`config.mk`:
```
export PLATFORM = sky130hd
export DESIGN_NAME = axil_cmd_master
export DESIGN_NICKNAME = d
export VERILOG_FILES = /design/src/rtl/axil_cmd_master.sv
export SDC_FILE = /design/constraint.sdc
export NUM_CORES = 1
export LEC_CHECK = 0
export BUFFER_PORTS_ARGS = -buffer_cell sky130_fd_sc_hd__buf_2
export CAP_MARGIN = 15
export CORE_MARGIN = 1
export CORE_UTILIZATION = 25
export CTS_CLUSTER_SIZE = 25
export DETAILED_ROUTE_END_ITERATION = 10
export GPL_TIMING_DRIVEN = 0
export PLACE_DENSITY = 0.56
export SLEW_MARGIN = 10
export SYNTH_ARGS = -nofsm -noshare
export SYNTH_HDL_FRONTEND = slang
export SYNTH_SLANG_ARGS = --single-unit
```
`constraint.sdc`:
```
create_clock -name clk -period 1.7 [get_ports clk]
set_input_delay 0.255 -clock clk [delete_from_list [all_inputs] [get_ports clk]]
set_output_delay 0.255 -clock clk [all_outputs]
set_load 0.03 [all_outputs]
```
`src/rtl/axil_cmd_master.sv`:
```
// AXI4-Lite initiator: turns single-beat register commands into one AXI-Lite
// transaction at a time and returns read data, response code and timeout status.
module axil_cmd_master #(
  parameter int unsigned ADDR_W         = 6,
  parameter int unsigned DATA_W         = 32,
  parameter int unsigned TIMEOUT_CYCLES = 1024
) (
  input  logic                clk,
  input  logic                rst,
  // command side
  input  logic                cmd_valid,
  output logic                cmd_ready,
  input  logic                cmd_we,
  input  logic [ADDR_W-1:0]   cmd_addr,
  input  logic [DATA_W-1:0]   cmd_wdata,
  input  logic [DATA_W/8-1:0] cmd_wstrb,
  // response side
  output logic                rsp_valid,
  input  logic                rsp_ready,
  output logic [DATA_W-1:0]   rsp_rdata,
  output logic [1:0]          rsp_resp,
  output logic                rsp_timeout,
  // AXI-Lite write address / data / response
  output logic [ADDR_W-1:0]   m_axi_awaddr,
  output logic [2:0]          m_axi_awprot,
  output logic                m_axi_awvalid,
  input  logic                m_axi_awready,
  output logic [DATA_W-1:0]   m_axi_wdata,
  output logic [DATA_W/8-1:0] m_axi_wstrb,
  output logic                m_axi_wvalid,
  input  logic                m_axi_wready,
  input  logic [1:0]          m_axi_bresp,
  input  logic                m_axi_bvalid,
  output logic                m_axi_bready,
  // AXI-Lite read address / data
  output logic [ADDR_W-1:0]   m_axi_araddr,
  output logic [2:0]          m_axi_arprot,
  output logic                m_axi_arvalid,
  input  logic                m_axi_arready,
  input  logic [DATA_W-1:0]   m_axi_rdata,
  input  logic [1:0]          m_axi_rresp,
  input  logic                m_axi_rvalid,
  output logic                m_axi_rready
);

  typedef enum logic [2:0] {
    S_IDLE,
    S_WR_AW_W,
    S_WR_B,
    S_RD_AR,
    S_RD_R,
    S_RSP
  } state_t;

  localparam int unsigned    CNT_W      = $clog2(TIMEOUT_CYCLES + 2);
  localparam bit             TIMEOUT_EN = (TIMEOUT_CYCLES != 0);
  // Last count value before expiry: valids drop the cycle after this one.
  localparam logic [CNT_W-1:0] TO_LAST  =
    CNT_W'((TIMEOUT_CYCLES == 0) ? 0 : TIMEOUT_CYCLES - 1);
  localparam logic [1:0]     RESP_SLVERR = 2'b10;

  state_t              state_q, state_d;
  logic                aw_done_q, aw_done_d;
  logic                w_done_q, w_done_d;
  logic [CNT_W-1:0]    cnt_q, cnt_d;
  logic [ADDR_W-1:0]   addr_q, addr_d;
  logic [DATA_W-1:0]   wdata_q, wdata_d;
  logic [DATA_W/8-1:0] wstrb_q, wstrb_d;
  logic [DATA_W-1:0]   rsp_rdata_q, rsp_rdata_d;
  logic [1:0]          rsp_resp_q, rsp_resp_d;
  logic                rsp_timeout_q, rsp_timeout_d;

  logic accept, aw_hs, w_hs, b_hs, ar_hs, r_hs, rsp_hs;
  logic active, timeout_hit;

  // All handshake-facing outputs decode straight from registered state.
  assign cmd_ready     = (state_q == S_IDLE) && !rst;
  assign m_axi_awvalid = (state_q == S_WR_AW_W) && !aw_done_q;
  assign m_axi_wvalid  = (state_q == S_WR_AW_W) && !w_done_q;
  assign m_axi_bready  = (state_q == S_WR_B);
  assign m_axi_arvalid = (state_q == S_RD_AR);
  assign m_axi_rready  = (state_q == S_RD_R);
  assign rsp_valid     = (state_q == S_RSP);

  assign m_axi_awaddr  = addr_q;
  assign m_axi_araddr  = addr_q;
  assign m_axi_awprot  = 3'b000;
  assign m_axi_arprot  = 3'b000;
  assign m_axi_wdata   = wdata_q;
  assign m_axi_wstrb   = wstrb_q;
  assign rsp_rdata     = rsp_rdata_q;
  assign rsp_resp      = rsp_resp_q;
  assign rsp_timeout   = rsp_timeout_q;

  assign accept = cmd_valid && cmd_ready;
  assign aw_hs  = m_axi_awvalid && m_axi_awready;
  assign w_hs   = m_axi_wvalid && m_axi_wready;
  assign b_hs   = m_axi_bvalid && m_axi_bready;
  assign ar_hs  = m_axi_arvalid && m_axi_arready;
  assign r_hs   = m_axi_rvalid && m_axi_rready;
  assign rsp_hs = rsp_valid && rsp_ready;

  assign active      = (state_q != S_IDLE) && (state_q != S_RSP);
  assign timeout_hit = TIMEOUT_EN && active && (cnt_q >= TO_LAST);

  // NOTE: every variable gets its hold value first so no path through the case infers a latch.
  always_comb begin
    state_d       = state_q;
    aw_done_d     = aw_done_q;
    w_done_d      = w_done_q;
    cnt_d         = cnt_q;
    addr_d        = addr_q;
    wdata_d       = wdata_q;
    wstrb_d       = wstrb_q;
    rsp_rdata_d   = rsp_rdata_q;
    rsp_resp_d    = rsp_resp_q;
    rsp_timeout_d = rsp_timeout_q;

    if (active && (cnt_q != {CNT_W{1'b1}})) cnt_d = cnt_q + CNT_W'(1);

    unique case (state_q)
      S_IDLE: begin
        if (accept) begin
          addr_d        = cmd_addr;
          wdata_d       = cmd_wdata;
          wstrb_d       = cmd_wstrb;
          cnt_d         = '0;
          aw_done_d     = 1'b0;
          w_done_d      = 1'b0;
          rsp_rdata_d   = '0;
          rsp_resp_d    = 2'b00;
          rsp_timeout_d = 1'b0;
          state_d       = cmd_we ? S_WR_AW_W : S_RD_AR;
        end
      end
      S_WR_AW_W: begin
        if (aw_hs) aw_done_d = 1'b1;
        if (w_hs)  w_done_d  = 1'b1;
        if (timeout_hit) begin
          state_d = S_RSP;
        end else if ((aw_done_q || aw_hs) && (w_done_q || w_hs)) begin
          state_d = S_WR_B;
        end
      end
      S_WR_B: begin
        if (b_hs) begin
          rsp_resp_d  = m_axi_bresp;
          rsp_rdata_d = '0;
          state_d     = S_RSP;
        end else if (timeout_hit) begin
          state_d = S_RSP;
        end
      end
      S_RD_AR: begin
        if (timeout_hit) state_d = S_RSP;
        else if (ar_hs)  state_d = S_RD_R;
      end
      S_RD_R: begin
        if (r_hs) begin
          rsp_rdata_d = m_axi_rdata;
          rsp_resp_d  = m_axi_rresp;
          state_d     = S_RSP;
        end else if (timeout_hit) begin
          state_d = S_RSP;
        end
      end
      S_RSP: begin
        if (rsp_hs) state_d = S_IDLE;
      end
      default: state_d = S_IDLE;
    endcase

    // A completed final handshake wins over a coincident expiry.
    if (timeout_hit && !b_hs && !r_hs) begin
      rsp_resp_d    = RESP_SLVERR;
      rsp_rdata_d   = '0;
      rsp_timeout_d = 1'b1;
    end
  end

  // NOTE: sequential state uses non-blocking assignments so all registers update from pre-edge values.
  always_ff @(posedge clk) begin
    if (rst) begin
      state_q       <= S_IDLE;
      aw_done_q     <= 1'b0;
      w_done_q      <= 1'b0;
      cnt_q         <= '0;
      addr_q        <= '0;
      wdata_q       <= '0;
      wstrb_q       <= '0;
      rsp_rdata_q   <= '0;
      rsp_resp_q    <= 2'b00;
      rsp_timeout_q <= 1'b0;
    end else begin
      state_q       <= state_d;
      aw_done_q     <= aw_done_d;
      w_done_q      <= w_done_d;
      cnt_q         <= cnt_d;
      addr_q        <= addr_d;
      wdata_q       <= wdata_d;
      wstrb_q       <= wstrb_d;
      rsp_rdata_q   <= rsp_rdata_d;
      rsp_resp_q    <= rsp_resp_d;
      rsp_timeout_q <= rsp_timeout_d;
    end
  end

endmodule

```
==> impl_metrics.yaml, run 1 <==
power_and_ir_drop:
  p_leak_nw: 2.67
  vdd_drop_max_uv: 645
  power_density_nw_per_um2: 1450
  power_w: 0.00898
placed_design:
  place_hpwl_um: 9630
  gp_congestion: 0.788
  port_buffers: 176
  pre_cts_ws_ps: -264
run_status:
  violations: "setup timing"
  outcome: "finished with violations"
global_route:
  overflow: 0
  grt_pass1_vias: 3889
  grt_max_degree: 15
  grt_pass1_wl_um: 20000
  antenna_found_initial: 0
  gr-usage-all-layers_pct: 15.2
floorplanning:
  ios: 184
  die_y_um: 130
  fp.dieArea_um2: 17000
  core_area_um2: 16000
  start_util_pct: 25.8
  die_x_um: 130
  floorplan.rows: 46
clocking:
  tritoncts: "built"
  clk_pin_slew_worst_paths_ps: 70
  cts_buffers: 9
  cts_hold_buf: 0
  cts-root-buf: "clkbuf_16"
  clkLatencyLatePin_ps: 350
  clock-sinks: 93
  cts_buffer_depth: 2
  cts.htree.levels: 3
worst_setup_path:
  cp-end-kind: "flop"
  crit_arrival_ps: 2060
  worst-path-max-fanout: 5
  cp_slowest_cell: "or4_1"
  cp_cell_sequence: "buf_4 -> buf_4 -> xor2_4 -> o2111ai_4 -> buf_6 -> or4_1 -> a21oi_1"
  slowest_delay_ps: 390
  path_buf_inv: 3
  critPathTopFamily: "buffers and inverters"
  cpMostUsedCell: "buf_4"
  criticalPathCategory: "flop to flop"
  worstPathRequired_ps: 1980
  critPathLaunchType: "flop"
sta:
  fin_hold_ws_ps: 105
  rsz0062_at_grt: "yes"
  drv_slew: 0
  fin_skew_ps: 8.63
  finalCriticalPeriod_ps: 1780
  worstMarginPinSlew_ps: 510
  finalSetupViolations: 5
  fmax_mhz: 561
  setup_ws_ps: -81.2
  fin_setup_tns_ps: -267
  hold_violations: 0
  fin_crit_sh_pct: 105
  maxSlewHeadroom_pct: 66.0
synth:
  yosysWarnings: 0
  synthDistinctLibCells: 58
  avgSynthCellArea_um2: 8.36
  synth_seq_cells: 93
  async_flop_share_pct: 0
  synthCells: 493
  yosys_most_used_dff: "dfxtp_1"
  syn_area_um2: 4120
  synth_edf_count: 0
  seq_area_frac_synth_pct: 45.2
final_layout:
  n_antenna_cell: 0
  final_cell_mix: "171 x buf_2, 88 x nand2_1, 88 x dfxtp_1, 78 x o21ai_0, 48 x a21oi_1"
  final_common_cell: "buf_2"
  areaGrowthSynthToFinish_pct: 50.2
  fin_nets: 798
  drive_above_1_share_pct: 43.0
  final_util_pct: 38.7
route:
  drcViolationCount: 0
  wire_per_inst_um: 14.6
  vias: 4369
  drt_iter0_drc: 280
  highest_layer: "met4"
  wl_met2_um: 6380
  dr_wl_met3_um: 775
  finalWirelength_um: 13600
  dr.pass1.iters: 4
  wl_met1_um: 6340
  ant_nets: 0
  vias_per_cell: 4.70
job:
  max_cap_viol_count: 0
worst_hold_path:
  min_path_type: "input port to flop"
[report_power, final]
| group | internal [W] | switching (W) |
|---|---|---|
| Combinational | 0.00161 | 0.00253 |
| Sequential | 0.00251 | 0.000196 |
| Clock | 0.00128 | 0.000856 |
[layout make-up]
class | count | area, um^2
Sequential cell | 93 | 1870
Tap cell | 216 | 270
Fill cell | 1696 | 9810
Clock inverter | 5 | 75.1
Timing Repair Buffer | 200 | 1140
Clock buffer | 11 | 233
Multi-Input combinational cell | 347 | 2130
Buffer | 53 | 450
Inverter | 5 | 18.8
[sequential cells by signal, summed over array words and instances, names as in the netlist]
name	flops
rsp_resp	2
m_axi_araddr	6
rsp_timeout	1
cnt_q	11
w_done_q	1
state_q	3
rsp_rdata	32
m_axi_wdata	32
aw_done_q	1
m_axi_wstrb	4
[repair_timing]
item	in CTS	in global routing
pin swaps	5	21
setup buffers	14	9
gates cloned	2	0
endpoints found under the setup margin	59	86
gates resized for setup	44	77
[worst paths after layout]
| path | startpoint | to | slack (ps) | cells after the start |
|---|---|---|---|---|
| worst min register to register | m_axi_wstrb[3]$_SDFFE_PP0P_ | m_axi_wstrb[3]$_SDFFE_PP0P_ | 450 | 2 |
| worst min-delay path | cmd_wdata[15] | m_axi_wdata[15]$_SDFFE_PP0P_ | 110 | 3 |
| worst max register to register | state_q[2]$_SDFFE_PP0P_ | cnt_q[5]$_SDFF_PP0_ | -80 | 7 |
| worst max-delay path | state_q[2]$_SDFFE_PP0P_ | cnt_q[5]$_SDFF_PP0_ | -80 | 7 |
[logic make-up (layout without fill, tap and decap cells)]
kind of cell	count (synthesis)	after routing	synth area share, %
muxes	1	1	0.243
other	1	6	0.0910
adders and majority gates	1	1	0.304
DFF	93	93	45.2
AOI/OAI and AO/OA	163	163	23.0
buffers and inverters	58	274	8.11
xor gates and xnor gates	1	1	0.668
and+or+nand+nor	175	175	22.4
[routing by layer]
metal  up-vias  track usage (%)
met3         9             3.62
met4         0             4.06
met1      2029             20.0
met5         -                0
met2       142             24.8
li1       2189                -
[cells in the mapped netlist (3+ instances only)]
| cell | n | area, um^2 |
|---|---|---|
| nand2_1 | 89 | 334 |
| buf_6 | 4 | 45.0 |
| nor2_1 | 9 | 33.8 |
| nor2b_1 | 3 | 18.8 |
| inv_1 | 4 | 15.0 |
| nor3b_2 | 3 | 37.5 |
| dfxtp_1 | 93 | 1860 |
| nand4_1 | 34 | 213 |
| buf_4 | 17 | 128 |
| o21ai_0 | 78 | 390 |
| buf_2 | 18 | 90.1 |
| a21oi_1 | 50 | 250 |
| or3_1 | 4 | 25.0 |
| nor3_1 | 3 | 15.0 |
| nand3_1 | 4 | 20.0 |
| nand2b_1 | 3 | 18.8 |
| or4_1 | 6 | 45.0 |
| clkbuf_1 | 14 | 52.6 |
| o31ai_1 | 8 | 60.1 |
[through the flow]
step                std cells  cell area, um^2
floorplan                 498             4140
global placement          890             5290
detailed placement        890             5290
CTS                       921             5890
global route              930             6190
finish                    930             6190
[tightest hold or removal path, cell delays in order]
cell	delay, ps
buf_2	70
nand2_1	30
o21ai_0	50
(Power assumes the default switching activity.)
==> run 2: changes to the inputs <==
--- a/config.mk
+++ b/config.mk
@@ -5,6 +5,7 @@
 export SDC_FILE = /design/constraint.sdc
 export NUM_CORES = 1
 export LEC_CHECK = 0
+export ABC_AREA = 0
 export BUFFER_PORTS_ARGS = -buffer_cell sky130_fd_sc_hd__buf_2
 export CAP_MARGIN = 15
 export CORE_MARGIN = 1
==> constraint.sdc (replaced) <==
create_clock -name clk -period 1.5 [get_ports clk]
set_input_delay 0.225 -clock clk [delete_from_list [all_inputs] [get_ports clk]]
set_output_delay 0.225 -clock clk [all_outputs]
set_load 0.03 [all_outputs]
==> impl_metrics.yaml, run 2 (synthesis results as in run 1) <==
run_status:
  outcome: "finished with violations"
  violations: "setup timing"
final_layout:
  final_common_cell: "buf_2"
  areaGrowthSynthToFinish_pct: 64.9
  final_util_pct: 42.5
  multi_input_area_um2: 2450
  final_cell_mix: "175 x buf_2, 87 x nand2_1, 81 x dfxtp_1, 56 x o21ai_0, 49 x buf_4"
  fillers: 1613
  n_antenna_cell: 0
  seqCellArea_um2: 1900
  fin_nets: 826
  drive_above_1_share_pct: 52.8
global_route:
  overflow: 0
  gr-usage-all-layers_pct: 15.8
  antenna_found_initial: 1
  grt_pass1_wl_um: 20900
  grt_max_degree: 15
  grt_pass1_vias: 4053
worst_setup_path:
  worstRegToRegCells: 8
  path_buf_inv: 2
  critPathLaunchType: "flop"
  cp_cell_sequence: "buf_8 -> or3_4 -> nor2_4 -> buf_6"
  crit_cells: 4
  worst-path-max-fanout: 5
  criticalPathCategory: "flop to output port"
  setup.worst_path.start: "state_q[2]$_SDFFE_PP0P_"
  worstPathRequired_ps: 1270
  slowest_delay_ps: 400
  cp-end-kind: "output port"
  crit_arrival_ps: 1500
  reg2reg_from: "state_q[2]$_SDFFE_PP0P_"
  cp_slowest_cell: "or3_4"
  critPathTopFamily: "simple AND/OR/NAND/NOR gates"
worst_hold_path:
  hold_depth: 3
  min_path_type: "input port to flop"
  hp-start: "cmd_addr[3]"
clocking:
  clk_pin_slew_worst_paths_ps: 70
  cts_buffers: 9
  cts-root-buf: "clkbuf_16"
  cts.htree.levels: 3
  tritoncts: "built"
  clkLatencyLatePin_ps: 350
  cts_buffer_depth: 2
  cts_hold_buf: 0
  clock-sinks: 93
sta:
  worstMarginPinSlew_ps: 559
  maxSlewHeadroom_pct: 62.7
  rsz0062_at_grt: "yes"
  fin_skew_ps: 9.53
  fmax_mhz: 580
  setup_ws_ps: -225
  finalCriticalPeriod_ps: 1730
  fin_crit_sh_pct: 115
  finalSetupViolations: 89
  fin_setup_tns_ps: -7890
  fin_hold_ws_ps: 67.7
  hold_violations: 0
  drv_slew: 0
floorplanning:
  start_util_pct: 25.8
  fp.dieArea_um2: 17000
  die_y_um: 130
  die_x_um: 130
  ios: 184
  core_area_um2: 16000
  floorplan.rows: 46
placed_design:
  port_buffers: 176
  pre_cts_ws_ps: -308
  place_hpwl_um: 9080
  gp_congestion: 0.736
power_and_ir_drop:
  p_leak_nw: 2.88
  vdd_drop_max_uv: 614
  p_switching_w: 0.00440
  pwr-share-comb_pct: 51.0
  p_sw_share_pct: 40.8
  power_w: 0.0108
  power_density_nw_per_um2: 1590
  seqPwrFrac_pct: 28.6
  p_clk_share_pct: 20.4
  p_int_w: 0.00640
route:
  vias: 4469
  dr.pass1.iters: 4
  finalWirelength_um: 14200
  vias_per_cell: 4.66
  drt_iter0_drc: 188
  wire_per_inst_um: 14.8
  drcViolationCount: 0
  ant_nets: 0
job:
  max_cap_viol_count: 0
[run 2: cell count changes in the layout (fill, tap and decap cells not counted), sizes merged]
cell	previous run	this run
inv	5	6
clkbuf	31	29
buf	233	264
bufinv	2	0
a211o	1	2
clkinvlp	0	1
clkinv	3	0
o21ai	81	82
[run 2: power groups by stage]
stage          clock network [W]  registers [W]  logic, W
5_1_grt                  0.00241        0.00313   0.00590
2_1_floorplan                  0        0.00366   0.00202
3_3_place_gp                   0        0.00309   0.00368
6_report                 0.00221        0.00309   0.00551
3_5_place_dp                   0        0.00309   0.00367
4_1_cts                  0.00229        0.00304   0.00514
[run 2: path summary, 6_finish.rpt]
| check | to | slack [ps] |
|---|---|---|
| worst min register to register | m_axi_wstrb[1]$_SDFFE_PP0P_ | 450 |
| worst max register to register | rsp_rdata[28]$_SDFFE_PP0P_ | -210 |
| worst min-delay path | m_axi_araddr[3]$_SDFFE_PP0P_ | 70 |
| worst max-delay path | cmd_ready | -230 |
[run 2: per-stage QoR]
stage                     cell area, um^2  instances
after global placement               5330        890
after CTS                            6430        942
final                                6790        958
after detailed placement             5330        890
after floorplan                      4170        498
after global routing                 6790        958
[run 2: final cells by class]
| class | instances | share of cell area [%] |
|---|---|---|
| multi-input combinational | 349 | 36.0 |
| sequential | 93 | 27.9 |
| timing repair buffer | 229 | 21.4 |
| buffer | 50 | 6.23 |
| tap | 216 | 3.98 |
| clock buffer | 14 | 3.89 |
| inverter | 5 | 0.313 |
| clock inverter | 2 | 0.239 |
[run 2: what timing repair did]
| action | CTS | global route |
|---|---|---|
| pin swaps | 46 | 25 |
| endpoints found under the setup margin | 100 | 100 |
| buffers inserted | 29 | 16 |
| gates resized for setup | 162 | 61 |
| cloned | 8 | 2 |
[run 2: layer usage]
metal / vias up / wire length (um) / track usage (%)
li1: 2254 / - / -
met1: 2065 / 6540 / 20.6
met2: 121 / 6650 / 25.5
met3: 27 / 647 / 3.62
met4: 2 / 297 / 5.95
met5: - / 8 / 0
[run 2: worst min-delay path, stage by stage]
cell     delay [ps]
buf_2            70
nand2_1          30
o21ai_0          50
